**src/rtl/scan_chain_tester.sv**
```systemverilog
// Multi-chain scan sequencer: load pattern, capture, unload and compare, with per-chain pass/fail.
// Optional MISR signature output when SCAN_CHAIN_TESTER_MISR_EN is defined.
module scan_chain_tester #(
   parameter int CHAINS         = 2,
   parameter int CHAIN_LEN      = 8,
   parameter int CAPTURE_CYCLES = 1
) (
   input  logic                        clk,
   input  logic                        rst,
   input  logic                        start,
   input  logic                        abort,
   input  logic [CHAINS*CHAIN_LEN-1:0] pattern_in,
   input  logic [CHAINS*CHAIN_LEN-1:0] expected_in,
   input  logic [CHAINS-1:0]           scan_out,
   output logic                        scan_enable,
   output logic [CHAINS-1:0]           scan_in,
   output logic                        busy,
   output logic                        done,
   output logic                        fail,
   output logic [CHAINS-1:0]           fail_map,
   output logic [CHAINS*CHAIN_LEN-1:0] response_out
`ifdef SCAN_CHAIN_TESTER_MISR_EN
   ,
   output logic [15:0]                 signature
`endif
);

   localparam int TOTAL = CHAINS * CHAIN_LEN;
   localparam int CNT_W = $clog2(CHAIN_LEN + 1);
   localparam int CAP_W = (CAPTURE_CYCLES > 0) ? $clog2(CAPTURE_CYCLES + 1) : 1;
   localparam int IDX_W = (TOTAL > 1) ? $clog2(TOTAL) : 1;
   localparam logic [CNT_W-1:0] BIT_LAST = CNT_W'(CHAIN_LEN - 1);
   localparam logic [CAP_W-1:0] CAP_LAST = CAP_W'((CAPTURE_CYCLES > 0) ? CAPTURE_CYCLES - 1 : 0);

   typedef enum logic [2:0] {IDLE, LOAD, CAPTURE, UNLOAD, DONE} state_t;

   state_t             state, state_nxt;
   logic [TOTAL-1:0]   pattern_q;
   logic [TOTAL-1:0]   expected_q;
   logic [CNT_W-1:0]   bit_cnt;
   logic [CAP_W-1:0]   cap_cnt;
   logic [IDX_W-1:0]   idx [CHAINS];

   always_ff @(posedge clk or posedge rst) begin
      if (rst) state <= IDLE;
      else     state <= state_nxt;
   end

   always_comb begin
      state_nxt = state;
      if (abort) begin
         state_nxt = IDLE;
      end else begin
         case (state)
            IDLE:    if (start) state_nxt = LOAD;
            LOAD:    if (bit_cnt == BIT_LAST) state_nxt = (CAPTURE_CYCLES == 0) ? UNLOAD : CAPTURE;
            CAPTURE: if (cap_cnt == CAP_LAST) state_nxt = UNLOAD;
            UNLOAD:  if (bit_cnt == BIT_LAST) state_nxt = DONE;
            DONE:    state_nxt = IDLE;
            default: state_nxt = IDLE;
         endcase
      end
   end

   // Bit position k of chain c within the packed pattern/expected/response vectors.
   always_comb begin
      for (int c = 0; c < CHAINS; c++) begin
         idx[c] = IDX_W'(c * CHAIN_LEN) + IDX_W'(bit_cnt);
      end
   end

   always_comb begin
      scan_enable = 1'b0;
      scan_in     = '0;
      busy        = 1'b0;
      done        = 1'b0;
      case (state)
         LOAD: begin
            scan_enable = 1'b1;
            busy        = 1'b1;
            for (int c = 0; c < CHAINS; c++) scan_in[c] = pattern_q[idx[c]];
         end
         CAPTURE: busy = 1'b1;
         UNLOAD: begin
            scan_enable = 1'b1;
            busy        = 1'b1;
         end
         DONE:    done = 1'b1;
         default: ;
      endcase
   end

   assign fail = |fail_map;

   always_ff @(posedge clk or posedge rst) begin
      if (rst) begin
         pattern_q    <= '0;
         expected_q   <= '0;
         response_out <= '0;
         fail_map     <= '0;
         bit_cnt      <= '0;
         cap_cnt      <= '0;
      end else if (abort) begin
         // Partial response is kept for debug; verdict is discarded.
         fail_map <= '0;
         bit_cnt  <= '0;
         cap_cnt  <= '0;
      end else begin
         case (state)
            IDLE: begin
               if (start) begin
                  pattern_q    <= pattern_in;
                  expected_q   <= expected_in;
                  response_out <= '0;
                  fail_map     <= '0;
                  bit_cnt      <= '0;
                  cap_cnt      <= '0;
               end
            end
            LOAD: bit_cnt <= (bit_cnt == BIT_LAST) ? '0 : bit_cnt + CNT_W'(1);
            CAPTURE: cap_cnt <= (cap_cnt == CAP_LAST) ? '0 : cap_cnt + CAP_W'(1);
            UNLOAD: begin
               for (int c = 0; c < CHAINS; c++) begin
                  response_out[idx[c]] <= scan_out[c];
                  if (scan_out[c] != expected_q[idx[c]]) fail_map[c] <= 1'b1;
               end
               bit_cnt <= (bit_cnt == BIT_LAST) ? '0 : bit_cnt + CNT_W'(1);
            end
            default: ;
         endcase
      end
   end

`ifdef SCAN_CHAIN_TESTER_MISR_EN
   logic [15:0] misr_nxt;

   // Galois form of x^16+x^12+x^5+1, then fold the unloaded bits into the low end.
   always_comb begin
      misr_nxt = {signature[14:0], 1'b0} ^ (signature[15] ? 16'h1021 : 16'h0000);
      for (int c = 0; c < CHAINS && c < 16; c++) begin
         misr_nxt[c] = misr_nxt[c] ^ scan_out[c];
      end
   end

   always_ff @(posedge clk or posedge rst) begin
      if (rst)                                       signature <= '0;
      else if (abort)                                signature <= signature;
      else if (state == IDLE && start)               signature <= '0;
      else if (state == UNLOAD)                      signature <= misr_nxt;
   end
`endif

endmodule

```
**config.mk**
```make
export PLATFORM = sky130hd
export DESIGN_NAME = scan_chain_tester
export DESIGN_NICKNAME = d
export VERILOG_FILES = /design/src/rtl/scan_chain_tester.sv
export SDC_FILE = /design/constraint.sdc
export NUM_CORES = 1
export LEC_CHECK = 0
export CAP_MARGIN = 0
export CORE_MARGIN = 10
export CORE_UTILIZATION = 44
export DETAILED_ROUTE_END_ITERATION = 10
export HOLD_SLACK_MARGIN = 0.05
export PLACE_DENSITY = 0.73
export SETUP_SLACK_MARGIN = 0.02
export SLEW_MARGIN = 10
export SYNTH_ARGS = -nofsm -noshare
export SYNTH_HDL_FRONTEND = slang
export SYNTH_SLANG_ARGS = --single-unit
```
**constraint.sdc**
```tcl
create_clock -name clk -period 2.25 [get_ports clk]
set_input_delay 0.675 -clock clk [delete_from_list [all_inputs] [get_ports clk]]
set_output_delay 0.675 -clock clk [all_outputs]
set_load 0.02 [all_outputs]
```
Word level (Yosys, flattened, before mapping). Index checks and enable logic that the tools add are counted.

Register bits: 58. Input bits: 38. Output and inout bits: 24.

Add/sub/neg operators: 3. $lt $le $gt $ge: 4. Equality and inequality tests: 14. Mux-type cells: 39. Bitwise operators: 1. Reductions and logical operators: 17.

Operators by type and width (count): 16-bit bitwise mux (2); 16-bit case mux with 2 select lines (1); 3-bit != test, second input constant (6); 1-bit binary-select mux with 4-bit select (4); 16-bit two-way mux (1); 3-bit two-way mux (5); 1-bit two-way mux (14); 4-bit two-way mux (3); 3-bit case mux with 4 select lines (1); 3-bit AND reduction (4); 4-bit by 5-bit less-than comparator with 1-bit output, second input constant (2); 3-bit nonzero test (3); 1-bit demux with 4-bit select (2); 4-bit by 1-bit greater-or-equal comparator with 1-bit output, second input constant (2); 4-bit case mux with 2 select lines (1); 3-bit by 2-bit equality test with 1-bit output, second input constant (2); 2-bit two-way mux (3); 4-bit by 1-bit adder with 4-bit output, second input constant (1); 4-bit adder, first input constant (1); 4-bit by 3-bit equality test with 1-bit output, second input constant (1); 2-bit case mux with 2 select lines (1); 2-bit AND reduction (2); 4-bit AND reduction (1); 2-bit OR reduction (2); 11 further kinds (13).

Depth between registers and ports, before layout.
Word-level depth: 7. Gate-level depth with buffers: 7. Gate-level depth less buffers: 6.

Worst setup path after synthesis. Ideal clock, no wire load.

Path type: reg-to-output. Start: reg bit_cnt[0]. End: out scan_in[0]. Arrival time: 1798 ps. Data required time: 1575 ps. Setup slack: -223 ps. Stages on the path, launching flop included: 5. Path through: dfrtp_1 buf_6 mux4_2 mux4_1 and3_1.

Cells in the longest elaborated chain, start to end: 3.

Ends and longest elaborated chain: start: declaration (RTL line 40) `logic [CNT_W-1:0] bit_cnt;`; start signal: assignment (RTL line 120) `LOAD: bit_cnt <= (bit_cnt == BIT_LAST) ? '0 : bit_cnt + CNT_W'(1);`; start signal: assignment (RTL line 127) `bit_cnt <= (bit_cnt == BIT_LAST) ? '0 : bit_cnt + CNT_W'(1);`; 1-bit binary-select mux with 4-bit select (RTL line 81) `for (int c = 0; c < CHAINS; c++) scan_in[c] = pattern_q[idx[c]];`; 1-bit two-way mux (not written as such) (RTL line 81); 2-bit two-way mux (RTL line 77) `case (state)`; end: declaration (RTL line 16) `output logic [CHAINS-1:0] scan_in,`.

Every way passes these cells. The select of a mux whose other input is x is not followed.

Worst setup path after layout.
Start: reg bit_cnt[0]. End: out scan_in[1].

Cells in the longest elaborated chain, start to end: 4.

Ends and longest elaborated chain: 4-bit adder (RTL line 68) `idx[c] = IDX_W'(c * CHAIN_LEN) + IDX_W'(bit_cnt);`; 1-bit binary-select mux with 4-bit select (RTL line 81); 1-bit two-way mux (not written as such) (RTL line 81); 2-bit two-way mux (RTL line 77).

Every way passes these cells. The select of a mux whose other input is x is not followed.

==> flow_summary_export.csv <==
group,metric,value,unit
outcome,status,"finished, violations left",
outcome,violations,"negative setup slack",
worst_setup_path,critPathMostFrequentCell,"mux4_2",
clock_network,cts_htree_levels,3,
worst_setup_path,reg2reg_from,"bit_cnt[0]",
route,avgViaCountPerCell,5.246,
power,intPower,0.001958,W
worst_setup_path,crit_type,"flip-flop to primary output",
worst_hold_path,holdPathEnd,"fail_map[0]",
global_route,antenna_found_initial,0,
route,drt_iter0_drc,91,
timing,setup_ws,-0.5368,ns
die,die_y,99.10,µm
worst_setup_path,cp.required,1.57,ns
timing,setup_viol_count_final,2,
cells_and_area,syn2layout_area_growth,37.50,%
die,die_area,9820,µm²
global_route,grt_pass1_wl,10.48,mm
place,postPlaceCellArea,3597,µm²
power,ir_drop,0.4173,mV
synthesis,syn_nets,249,
global_route,overflow,0,
timing,fin_setup_tns,-1.072,ns
power,netSwitchingFraction,0.2411,
timing,finalCritPeriodShare,1.239,
route,wire_per_inst,17.25,µm
worst_hold_path,min_path_type,"flip-flop to flip-flop",
timing,rsz0062_at_grt,"true",
power,p_seq_frac,0.467,
global_route,grt_max_degree,33,
place,routabilityCongestion,0.7955,
route,route.vias.total,1941,
cells_and_area,regArea,1428,µm²
synthesis,synth_cells,207,
place,dp_hpwl,4.872,mm
worst_setup_path,rrSetupSlack,0.25,ns
clock_network,cts_tree,"done",
cells_and_area,layout_common_cells,"dfrtp_1 (56), clkdlybuf4s50_1 (55), mux2_2 (45)",
synthesis,synth_area_per_cell,13.30,µm²
place,portBuffers,61,
cells_and_area,stdcell_area,3785,µm²
timing,timing.hold.ws,0.4985,ns
route,wl,6.381,mm
die,rows,28,
cells_and_area,nFillCells,464,
clock_network,cts.reportedPaths.clkPinSlew,0.06,ns
power,clkPwrFrac,0.364,
cells_and_area,antennaDiodeCount,0,
clock_network,cts_made_buffers,9,
worst_setup_path,endpoint_kind,"primary output",
clock_network,cts_sinks,57,
clock_network,cts_buffer_depth,2,
die,chipWidth,99.10,µm
power,pwr-share-comb,0.169,
timing,clock.fmax,358.8,MHz
worst_setup_path,cp_max_fo,5,
worst_setup_path,max_stage_delay,0.55,ns
route,first_pass_iters,4,
route,ant_nets,0,
timing,final_hold_viol_count,0,
worst_setup_path,arrival,2.11,ns
cells_and_area,multiInputGateArea,1242,µm²
timing,fin_skew,0.005505,ns
power,p_switching,0.0006218,W
cells_and_area,nets,332,
cells_and_area,final_common_cell,"dfrtp_1",
synthesis,ys_ff_latch,57,
worst_setup_path,crit_slowest_cell,"mux4_2",
worst_hold_path,worstHoldStart,"fail_map[0]",
timing,fin_crit,2.787,ns
timing,slew_viol_final,0,
flow_run,maxCapViolCount,0,
die,top_level_ports,62,
route,drc,0,
worst_setup_path,r2r_cells,6,
clock_network,cts_setup_buffers,0,
synthesis,syn_area,2753,µm²
synthesis,synth_seq_area_share,0.5182,
die,coreArea,5991,µm²
synthesis,synth_cell_types,29,
timing,tightestPinTransition,0.3795,ns
worst_setup_path,worstSetupStartpointType,"flip-flop",
power,p_total,0.002579,W
cells_and_area,drive_above_1_share,0.3288,
timing,max_slew_margin,0.7467,
clock_network,holdBufCountCts,0,
power,power_density,681.5,nW/µm²
global_route,grt_pass1_vias,2103,
worst_setup_path,worstReg2RegEnd,"fail_map[1]",
global_route,grt_usage,0.1333,
worst_hold_path,holdPathStages,2,
power,p_leak,1.670,nW
synthesis,yosys_warnings,0,
clock_network,root_buffer,"clkbuf_8",
die,initial_core_util,0.4595,
worst_setup_path,crit_chain,"mux4_2 -> mux4_2 -> and3_4 -> buf_6",
clock_network,insertion_delay,0.33,ns
[cell type report]
class | count | area share
Clock buffer | 11 | 0.03736
Clock inverter | 5 | 0.01455
Inverter | 7 | 0.006942
Multi-Input combinational cell | 132 | 0.3283
Sequential cell | 57 | 0.3772
Tap cell | 75 | 0.02479
Timing Repair Buffer | 83 | 0.2109
[Yosys cell counts, drive strengths merged]
master	count	share of area
a32o	4	0.015
nand3	4	0.0073
nor3	2	0.0036
and3	2	0.0045
xnor2	3	0.0095
a211o	1	0.0032
o311a	1	0.0036
inv	7	0.0095
dfrtp	57	0.52
o21ai	11	0.020
mux2i	6	0.022
nand4	1	0.0023
buf	5	0.011
clkbuf	6	0.0082
and2	1	0.0023
a21boi	1	0.0041
a21oi	6	0.011
o21a	1	0.0027
or2	2	0.0045
mux4	10	0.093
nand2	9	0.012
nor2b	6	0.014
ha	4	0.018
nor2	11	0.015
a31oi	1	0.0023
mux2	45	0.18
[power by group through the flow]
stage / registers (W) / logic (W) / clock network (W)
floorplan: 0.00119 / 0.000285 / 0
global placement: 0.00121 / 0.000425 / 0
detailed placement: 0.00122 / 0.000441 / 0
CTS: 0.00120 / 0.000443 / 0.000962
global route: 0.00122 / 0.000473 / 0.00101
finish: 0.00120 / 0.000436 / 0.000939
[sequential cells by signal, summed over array words and instances (netlist names)]
name	count
expected_q	16
pattern_q	16
fail_map	2
bit_cnt	4
response_out	16
state	3
[layer usage]
metal	vias up	GRT usage	share of wire
met5	-	0	0
met4	0	0.07497	0.021
met3	11	0.04498	0.061
met2	48	0.2139	0.50
met1	970	0.1526	0.42
li1	912	-	-
[metrics by stage]
| stage | instances | util | setup WS, ns |
|---|---|---|---|
| floorplan | 207 | - | -0.1715 |
| global route | 370 | 0.6318 | -0.6055 |
| CTS | 370 | 0.6318 | -0.5678 |
| detailed placement | 354 | 0.6005 | -0.7528 |
| global placement | 354 | 0.6005 | -0.7171 |
| finish | 370 | 0.6318 | -0.5368 |
[worst max path at each step]
stage,startpoint,to,cells past startpoint,slack (ns)
2_1_floorplan,bit_cnt[0],scan_in[0],4,-0.17
3_5_place_dp,bit_cnt[0],scan_in[0],4,-0.75
3_3_place_gp,bit_cnt[0],scan_in[1],4,-0.72
4_1_cts,bit_cnt[0],scan_in[0],4,-0.57
5_1_grt,bit_cnt[0],scan_in[0],4,-0.61
6_report,bit_cnt[0],scan_in[1],4,-0.54
[cell families (layout without fill, tap and decap cells)]
family / after synthesis / after routing / share of synthesized area
adders and majority gates: 4 / 4 / 0.01818
AOI/OAI and AO/OA: 26 / 26 / 0.06137
buffers and inverters: 18 / 106 / 0.02863
muxes: 61 / 61 / 0.2986
DFF: 57 / 57 / 0.5182
and+or+nand+nor: 38 / 38 / 0.06546
xor gates and xnor gates: 3 / 3 / 0.009547
[worst max-delay path: cells and delay by family, from the launching register on]
family | cells | cell delay (ns)
buffers and inverters | 1 | 0.12
flip-flops | 1 | 0.45
multiplexers | 2 | 1.02
AND/OR/NAND/NOR | 1 | 0.18
[what timing repair did]
item,4_1_cts,5_1_grt
resized for setup,19,0
setup endpoints to repair,6,2
pin swaps,2,0
endpoints found under the hold margin,0,0
Power figures use the tool's default switching activity.
